==> src/rtl/fir_pkg.sv <==
// Shared FIR definitions: accumulator/output widths, sample types, output-stage FSM states
// and the debug view of the output stage.
package fir_pkg;

    localparam int FIR_ACC_W = 64;
    localparam int FIR_OUT_W = 32;

    typedef logic signed [FIR_ACC_W-1:0] fir_acc_t;
    typedef logic signed [FIR_OUT_W-1:0] fir_out_t;

    typedef enum logic {
        Q_WARM,
        Q_RUN
    } quant_state_e;

    typedef struct packed {
        quant_state_e state;
        logic         fifo_full;
    } quant_dbg_t;

endpackage

==> src/rtl/fir_out_fifo.sv <==
// Synchronous FIFO with a registered head. Entries become visible at the head one edge after
// they are written. A push into a full FIFO is dropped unless the head is popped on the same edge.
module fir_out_fifo #(
    parameter int W     = 32,
    parameter int DEPTH = 4
) (
    input  logic         clk,
    input  logic         rst_n,
    input  logic         push_i,
    input  logic [W-1:0] push_data_i,
    input  logic         rdy_i,
    output logic         vld_o,
    output logic [W-1:0] data_o,
    output logic         full_o,
    output logic         drop_o
);
    localparam int AW = $clog2(DEPTH);

    logic [AW:0]  wr_ptr_q, wr_ptr_d;
    logic [AW:0]  rd_ptr_q, rd_ptr_d;
    logic [W-1:0] mem_q [DEPTH];
    logic         head_vld_q, head_vld_d;
    logic [W-1:0] head_q, head_d;
    logic         pop;
    logic         accept;

    assign full_o = (wr_ptr_q[AW] != rd_ptr_q[AW]) && (wr_ptr_q[AW-1:0] == rd_ptr_q[AW-1:0]);
    assign pop    = head_vld_q & rdy_i;
    assign accept = push_i & (~full_o | pop);
    assign drop_o = push_i & full_o & ~pop;
    assign vld_o  = head_vld_q;
    assign data_o = head_q;

    // The head is taken from entries already in memory; this edge's write shows up one edge later.
    always_comb begin
        rd_ptr_d   = rd_ptr_q + (AW+1)'(pop);
        wr_ptr_d   = wr_ptr_q + (AW+1)'(accept);
        head_vld_d = (wr_ptr_q != rd_ptr_d);
        head_d     = head_q;
        if (head_vld_d) begin
            head_d = mem_q[rd_ptr_d[AW-1:0]];
        end
    end

    always_ff @(posedge clk or negedge rst_n) begin
        if (!rst_n) begin
            wr_ptr_q   <= '0;
            rd_ptr_q   <= '0;
            head_vld_q <= 1'b0;
            head_q     <= '0;
        end else begin
            wr_ptr_q   <= wr_ptr_d;
            rd_ptr_q   <= rd_ptr_d;
            head_vld_q <= head_vld_d;
            head_q     <= head_d;
        end
    end

    always_ff @(posedge clk) begin
        if (accept) begin
            mem_q[wr_ptr_q[AW-1:0]] <= push_data_i;
        end
    end

endmodule

==> src/rtl/fir_out_quant.sv <==
// FIR output stage: discards warm-up samples, rounds/shifts/saturates the accumulator, buffers
// results in an output FIFO. Define FIR_OUT_QUANT_STATS_EN to build the saturation counter.
module fir_out_quant
    import fir_pkg::*;
#(
    parameter int IN_W       = FIR_ACC_W,
    parameter int OUT_W      = FIR_OUT_W,
    parameter int FIFO_DEPTH = 4,
    parameter int WARMUP     = 3
) (
    input  logic             clk,
    input  logic             rst,
    input  logic             in_vld,
    input  logic [IN_W-1:0]  y_in,
    input  logic [5:0]       shift,
    output logic             out_vld,
    input  logic             out_rdy,
    output logic [OUT_W-1:0] q_out,
    output logic             ovf,
    output logic [15:0]      sat_cnt,
    output quant_dbg_t       dbg
);
    localparam int SW  = IN_W + 1;
    localparam int WCW = (WARMUP > 0) ? $clog2(WARMUP + 1) : 1;
    localparam logic [5:0] SH_MAX = 6'(IN_W - 1);
    localparam logic signed [SW-1:0] SAT_MAX = {{(SW-OUT_W+1){1'b0}}, {(OUT_W-1){1'b1}}};
    localparam logic signed [SW-1:0] SAT_MIN = {{(SW-OUT_W+1){1'b1}}, {(OUT_W-1){1'b0}}};
    localparam logic [OUT_W-1:0] OUT_MAX = {1'b0, {(OUT_W-1){1'b1}}};
    localparam logic [OUT_W-1:0] OUT_MIN = {1'b1, {(OUT_W-1){1'b0}}};
    localparam quant_state_e ST_RST = (WARMUP == 0) ? Q_RUN : Q_WARM;

    quant_state_e     state_q, state_d;
    logic [WCW-1:0]   warm_q, warm_d;
    logic             stage_en;
    logic [5:0]       sh;
    logic signed [SW-1:0] ext, rnd, sum, r;
    logic             sat_hi, sat_lo;
    logic [OUT_W-1:0] stg_data_d, stg_data_q;
    logic             stg_vld_q;
    logic             ovf_q;
    logic             fifo_full, fifo_drop;

    always_ff @(posedge clk or negedge rst) begin
        if (!rst) begin
            state_q <= ST_RST;
            warm_q  <= '0;
        end else begin
            state_q <= state_d;
            warm_q  <= warm_d;
        end
    end

    always_comb begin
        state_d  = state_q;
        warm_d   = warm_q;
        stage_en = 1'b0;
        case (state_q)
            Q_WARM: begin
                if (in_vld) begin
                    warm_d = warm_q + WCW'(1);
                    if (warm_d == WCW'(WARMUP)) begin
                        state_d = Q_RUN;
                    end
                end
            end
            Q_RUN:   stage_en = in_vld;
            default: state_d = ST_RST;
        endcase
    end

    // One extra bit of headroom keeps the half-LSB rounding add from wrapping.
    always_comb begin
        sh  = (shift > SH_MAX) ? SH_MAX : shift;
        ext = {y_in[IN_W-1], y_in};
        rnd = '0;
        if (sh != 6'd0) begin
            rnd = SW'(1) << (sh - 6'd1);
        end
        sum    = ext + rnd;
        r      = sum >>> sh;
        sat_hi = (r > SAT_MAX);
        sat_lo = (r < SAT_MIN);
        if (sat_hi) begin
            stg_data_d = OUT_MAX;
        end else if (sat_lo) begin
            stg_data_d = OUT_MIN;
        end else begin
            stg_data_d = r[OUT_W-1:0];
        end
    end

    always_ff @(posedge clk or negedge rst) begin
        if (!rst) begin
            stg_vld_q  <= 1'b0;
            stg_data_q <= '0;
            ovf_q      <= 1'b0;
        end else begin
            stg_vld_q <= stage_en;
            if (stage_en) begin
                stg_data_q <= stg_data_d;
            end
            if (fifo_drop) begin
                ovf_q <= 1'b1;
            end
        end
    end

    fir_out_fifo #(
        .W     (OUT_W),
        .DEPTH (FIFO_DEPTH)
    ) u_fifo (
        .clk         (clk),
        .rst_n       (rst),
        .push_i      (stg_vld_q),
        .push_data_i (stg_data_q),
        .rdy_i       (out_rdy),
        .vld_o       (out_vld),
        .data_o      (q_out),
        .full_o      (fifo_full),
        .drop_o      (fifo_drop)
    );

`ifdef FIR_OUT_QUANT_STATS_EN
    logic        stg_sat_q;
    logic [15:0] sat_cnt_q;

    // Only saturated samples that actually land in the FIFO are counted.
    always_ff @(posedge clk or negedge rst) begin
        if (!rst) begin
            stg_sat_q <= 1'b0;
            sat_cnt_q <= '0;
        end else begin
            if (stage_en) begin
                stg_sat_q <= sat_hi | sat_lo;
            end
            if (stg_vld_q && stg_sat_q && !fifo_drop && (sat_cnt_q != 16'hFFFF)) begin
                sat_cnt_q <= sat_cnt_q + 16'd1;
            end
        end
    end

    assign sat_cnt = sat_cnt_q;
`else
    assign sat_cnt = 16'd0;
`endif

    assign ovf           = ovf_q;
    assign dbg.state     = state_q;
    assign dbg.fifo_full = fifo_full;

endmodule

==> config.mk <==
export PLATFORM = sky130hd
export DESIGN_NAME = fir_out_quant
export DESIGN_NICKNAME = d
export VERILOG_FILES = /design/src/rtl/fir_pkg.sv /design/src/rtl/fir_out_fifo.sv /design/src/rtl/fir_out_quant.sv
export SDC_FILE = /design/constraint.sdc
export NUM_CORES = 1
export LEC_CHECK = 0
export ABC_AREA = 1
export CELL_PAD_IN_SITES_DETAIL_PLACEMENT = 1
export CELL_PAD_IN_SITES_GLOBAL_PLACEMENT = 2
export CORE_UTILIZATION = 38
export CTS_CLUSTER_DIAMETER = 50
export DETAILED_ROUTE_END_ITERATION = 8
export DONT_BUFFER_PORTS = 1
export GPL_TIMING_DRIVEN = 0
export MAX_ROUTING_LAYER = met4
export PLACE_DENSITY = 0.84
export SYNTH_ARGS = -nofsm -noshare
export SYNTH_HDL_FRONTEND = slang
export SYNTH_HIERARCHICAL = 1
export SYNTH_SLANG_ARGS = --single-unit
==> constraint.sdc <==
create_clock -name clk -period 7.4 [get_ports clk]
set_input_delay 0.37 -clock clk [delete_from_list [all_inputs] [get_ports clk]]
set_output_delay 0.37 -clock clk [all_outputs]
set_load 0.01 [all_outputs]
==> results.yml <==
critical_path:
  cp-end-kind: "flip-flop"
  crit_slowest_cell: "ha_1"
  path_common_cell: "nand2_1"
  crit_type: "input pin to flip-flop"
  cp-start-kind: "input pin"
  arrival_ns: 7.39
  worstPathRequired_ns: 7.84
  crit_path_max_fanout: 10
  max_stage_delay_ns: 0.50
timing:
  report.final.hold_viol_count: 0
  relSlewSlack_pct: 24.3
  report.final.slew_viol_count: 0
  worstMarginPinSlew_ns: 1.13
  finalCriticalPeriod_ns: 6.94
  setup_viol: 0
  finClkSkew_ns: 0.0136
  grt_setup_unrepaired: "false"
  clock.fmax_mhz: 144
  finalCritPeriodShare_pct: 93.8
yosys:
  syn_area_um2: 20700
  avgSynthCellArea_um2: 5.99
  ys_seq_elements: 204
  synthesis.instances: 3455
  ys_warn_count: 6
  synth_largest_area_cell: "nand2_1"
  synth.most_common_cell: "nand2_1"
  synth_area_leaders: "nand2_1 (23%), edfxtp_1 (19%), nand3_1 (14%)"
  synth_edf_count: 128
  yosysSeqAreaShare_pct: 27.8
  yosys-top-cells-count: "nand2_1 (1,279), nand3_1 (592), inv_1 (457)"
  synth_top_area_share_pct: 23.2
  synthFlopType: "edfxtp_1"
  synth.distinct_cells: 45
  async_flop_share_pct: 37.3
global_routing:
  grtUsageMet3_pct: 4.16
  grt_overflow: 0
  use_met1_pct: 46.8
  grt_antenna_before_repair: 0
  grt_pass1_wl_mm: 147
  grt.busiest_layer: "met2"
  grtUsageTotal_pct: 36.2
  grtUsageMet2_pct: 60.4
  grt_max_degree: 77
  grt_pass1_vias: 23400
die:
  die_h_um: 235
  core-area_um2: 53800
  pin_count: 126
  die-area_um2: 55400
  placement_rows: 85
  start_util_pct: 38.5
  die_w_um: 235
power:
  clockPowerShare_pct: 21.8
  combPwrFrac_pct: 45.4
  p_switching_mw: 2.38
  p_seq_share_pct: 32.9
  power.leakage_nw: 11.8
  ir_drop_uv: 218
  switching_share_pct: 44.4
  p_per_area_nw_per_um2: 238
  power.total_mw: 5.37
  intPower_mw: 2.99
detailed_routing:
  drt-pass1-iter-count: 5
  post_drt_wl_per_cell_um: 23.5
  drc_errors: 0
  drt-vias-per-instance: 5.53
  routed_wl_mm: 98.9
  initialDrtViolationCount: 1764
  postRouteAntennaNets: 0
  vias: 23300
cells_and_area:
  final_area_um2: 22600
  area_delta_synth_final_pct: 9.03
  final_cells: 4212
  layout-drive-gt1-share_pct: 7.99
  num_antenna_cells: 0
  final_util_pct: 41.9
  fillers: 7372
  fin_nets: 3645
clock_tree:
  cts_root_buf: "clkbuf_16"
  cts_tree: "done"
  cts.sinks: 204
  cts_buffers: 21
  clockBufferDepth: 3
  worstSkewPairLatency_ns: 0.52
  htree_levels: 1
  path_clk_slew_ns: 0.07
job:
  maxCapViolCount: 0
placement:
  dpl.cell_count: 4171
  post-dp-hpwl_mm: 83.8
  portBuffers: 0
  place_area_um2: 21700
  routabilityCongestion: 1.01
min_path:
  hold_path_class: "input pin to flip-flop"
outcome:
  status: "finished, final reports clean"
## kinds of logic after synthesis
logic type                 count (synthesis)  synth area share (%)
AOI/OAI and AO/OA                        249                  7.13
xor gates and xnor gates                  32                  1.39
other                                      1                0.0181
and+or+nand+nor                         2254                  46.7
muxes                                      2                0.0967
DFF                                      204                  27.8
adders and majority gates                 70                  4.27
buffers and inverters                    643                  12.7
## metrics by stage
step,setup TNS [ns],setup slack (ns),hold WS [ns]
after detailed placement,-0.994,-0.0996,0.0758
after floorplan,0,2.39,0.0744
final,0,0.458,0.107
after global routing,0,0.137,0.125
after CTS,0,0.418,0.0989
after global placement,-0.268,-0.0446,0.0758
## cells in the final DEF, fill, tap and decap left out, types with 24 or more instances in the layout
master / n
a21oi_1: 111
a21oi_2: 32
buf_1: 39
buf_2: 53
buf_4: 24
clkbuf_1: 32
dfrtp_1: 76
edfxtp_1: 128
ha_1: 69
inv_1: 457
inv_2: 24
nand2_1: 1279
nand2_2: 37
nand3_1: 592
nor2_1: 237
o211ai_1: 38
o21ai_0: 58
## final timing paths
path                                        startpoint                            end  slack [ns]  depth (start not counted)
min in group asynchronous                          rst   u_fifo/wr_ptr_q[0]$_DFF_PN0_        0.40                          2
worst min-delay path                            in_vld          warm_q[1]$_DFFE_PN0P_        0.11                          2
max in group asynchronous                          rst          warm_q[1]$_DFFE_PN0P_        6.67                          2
worst min register to register   warm_q[1]$_DFFE_PN0P_          warm_q[1]$_DFFE_PN0P_        0.50                          2
worst max register to register  u_fifo/vld_o$_DFF_PN0_  u_fifo/data_o[19]$_DFFE_PN0P_        5.09                         10
worst max-delay path                          shift[0]     stg_data_q[21]$_DFFE_PN0P_        0.46                         38
## critical path, delay by kind of cell
| family | cells | cell delay (ns) |
|---|---|---|
| buf+inv | 8 | 1.41 |
| simple gates | 27 | 4.74 |
| fa+ha+maj | 1 | 0.50 |
| compound gates | 2 | 0.32 |
## power groups by stage
stage / Combinational [mW] / Sequential (mW) / Clock [mW]
detailed placement: 2.38 / 1.78 / 0
global placement: 2.25 / 1.78 / 0
global route: 2.68 / 1.79 / 1.22
finish: 2.43 / 1.76 / 1.17
floorplan: 1.60 / 1.73 / 0
CTS: 2.43 / 1.76 / 1.18
## per-layer routing
| layer | wire [um] | share of wire (%) |
|---|---|---|
| met5 | 0 | 0 |
| met4 | 2420 | 2.4 |
| met3 | 5340 | 5.4 |
| met2 | 46500 | 47 |
| met1 | 44600 | 45 |
## final cells by class
class	count	area, um^2	area share (%)
Clock inverter	15	234	1.04
Buffer	157	802	3.55
Sequential cell	204	5750	25.5
Clock buffer	23	543	2.41
Inverter	486	1830	8.09
Tap cell	696	871	3.86
Timing Repair Buffer	7	128	0.565
Multi-Input combinational cell	2624	12400	55.0
## sequential cells by signal, summed over array words and instances, names as in the netlist
| signal | count |
|---|---|
| warm_q | 2 |
| u_fifo/mem_q | 128 |
| stg_data_q | 32 |
| u_fifo/rd_ptr_q | 3 |
| state_q | 1 |
| u_fifo/vld_o | 1 |
| ovf | 1 |
| u_fifo/data_o | 32 |
| stg_vld_q | 1 |
| u_fifo/wr_ptr_q | 3 |
## timing repair
| item | 4_1_cts | 5_1_grt |
|---|---|---|
| buffers inserted | 0 | 0 |
| endpoints found under the setup margin | 0 | 31 |
| hold buffers | 3 | 0 |
| endpoints found under the hold margin | 77 | 0 |
| resized for setup | 0 | 6 |
Note: power is estimated with default switching activity, not from simulation.
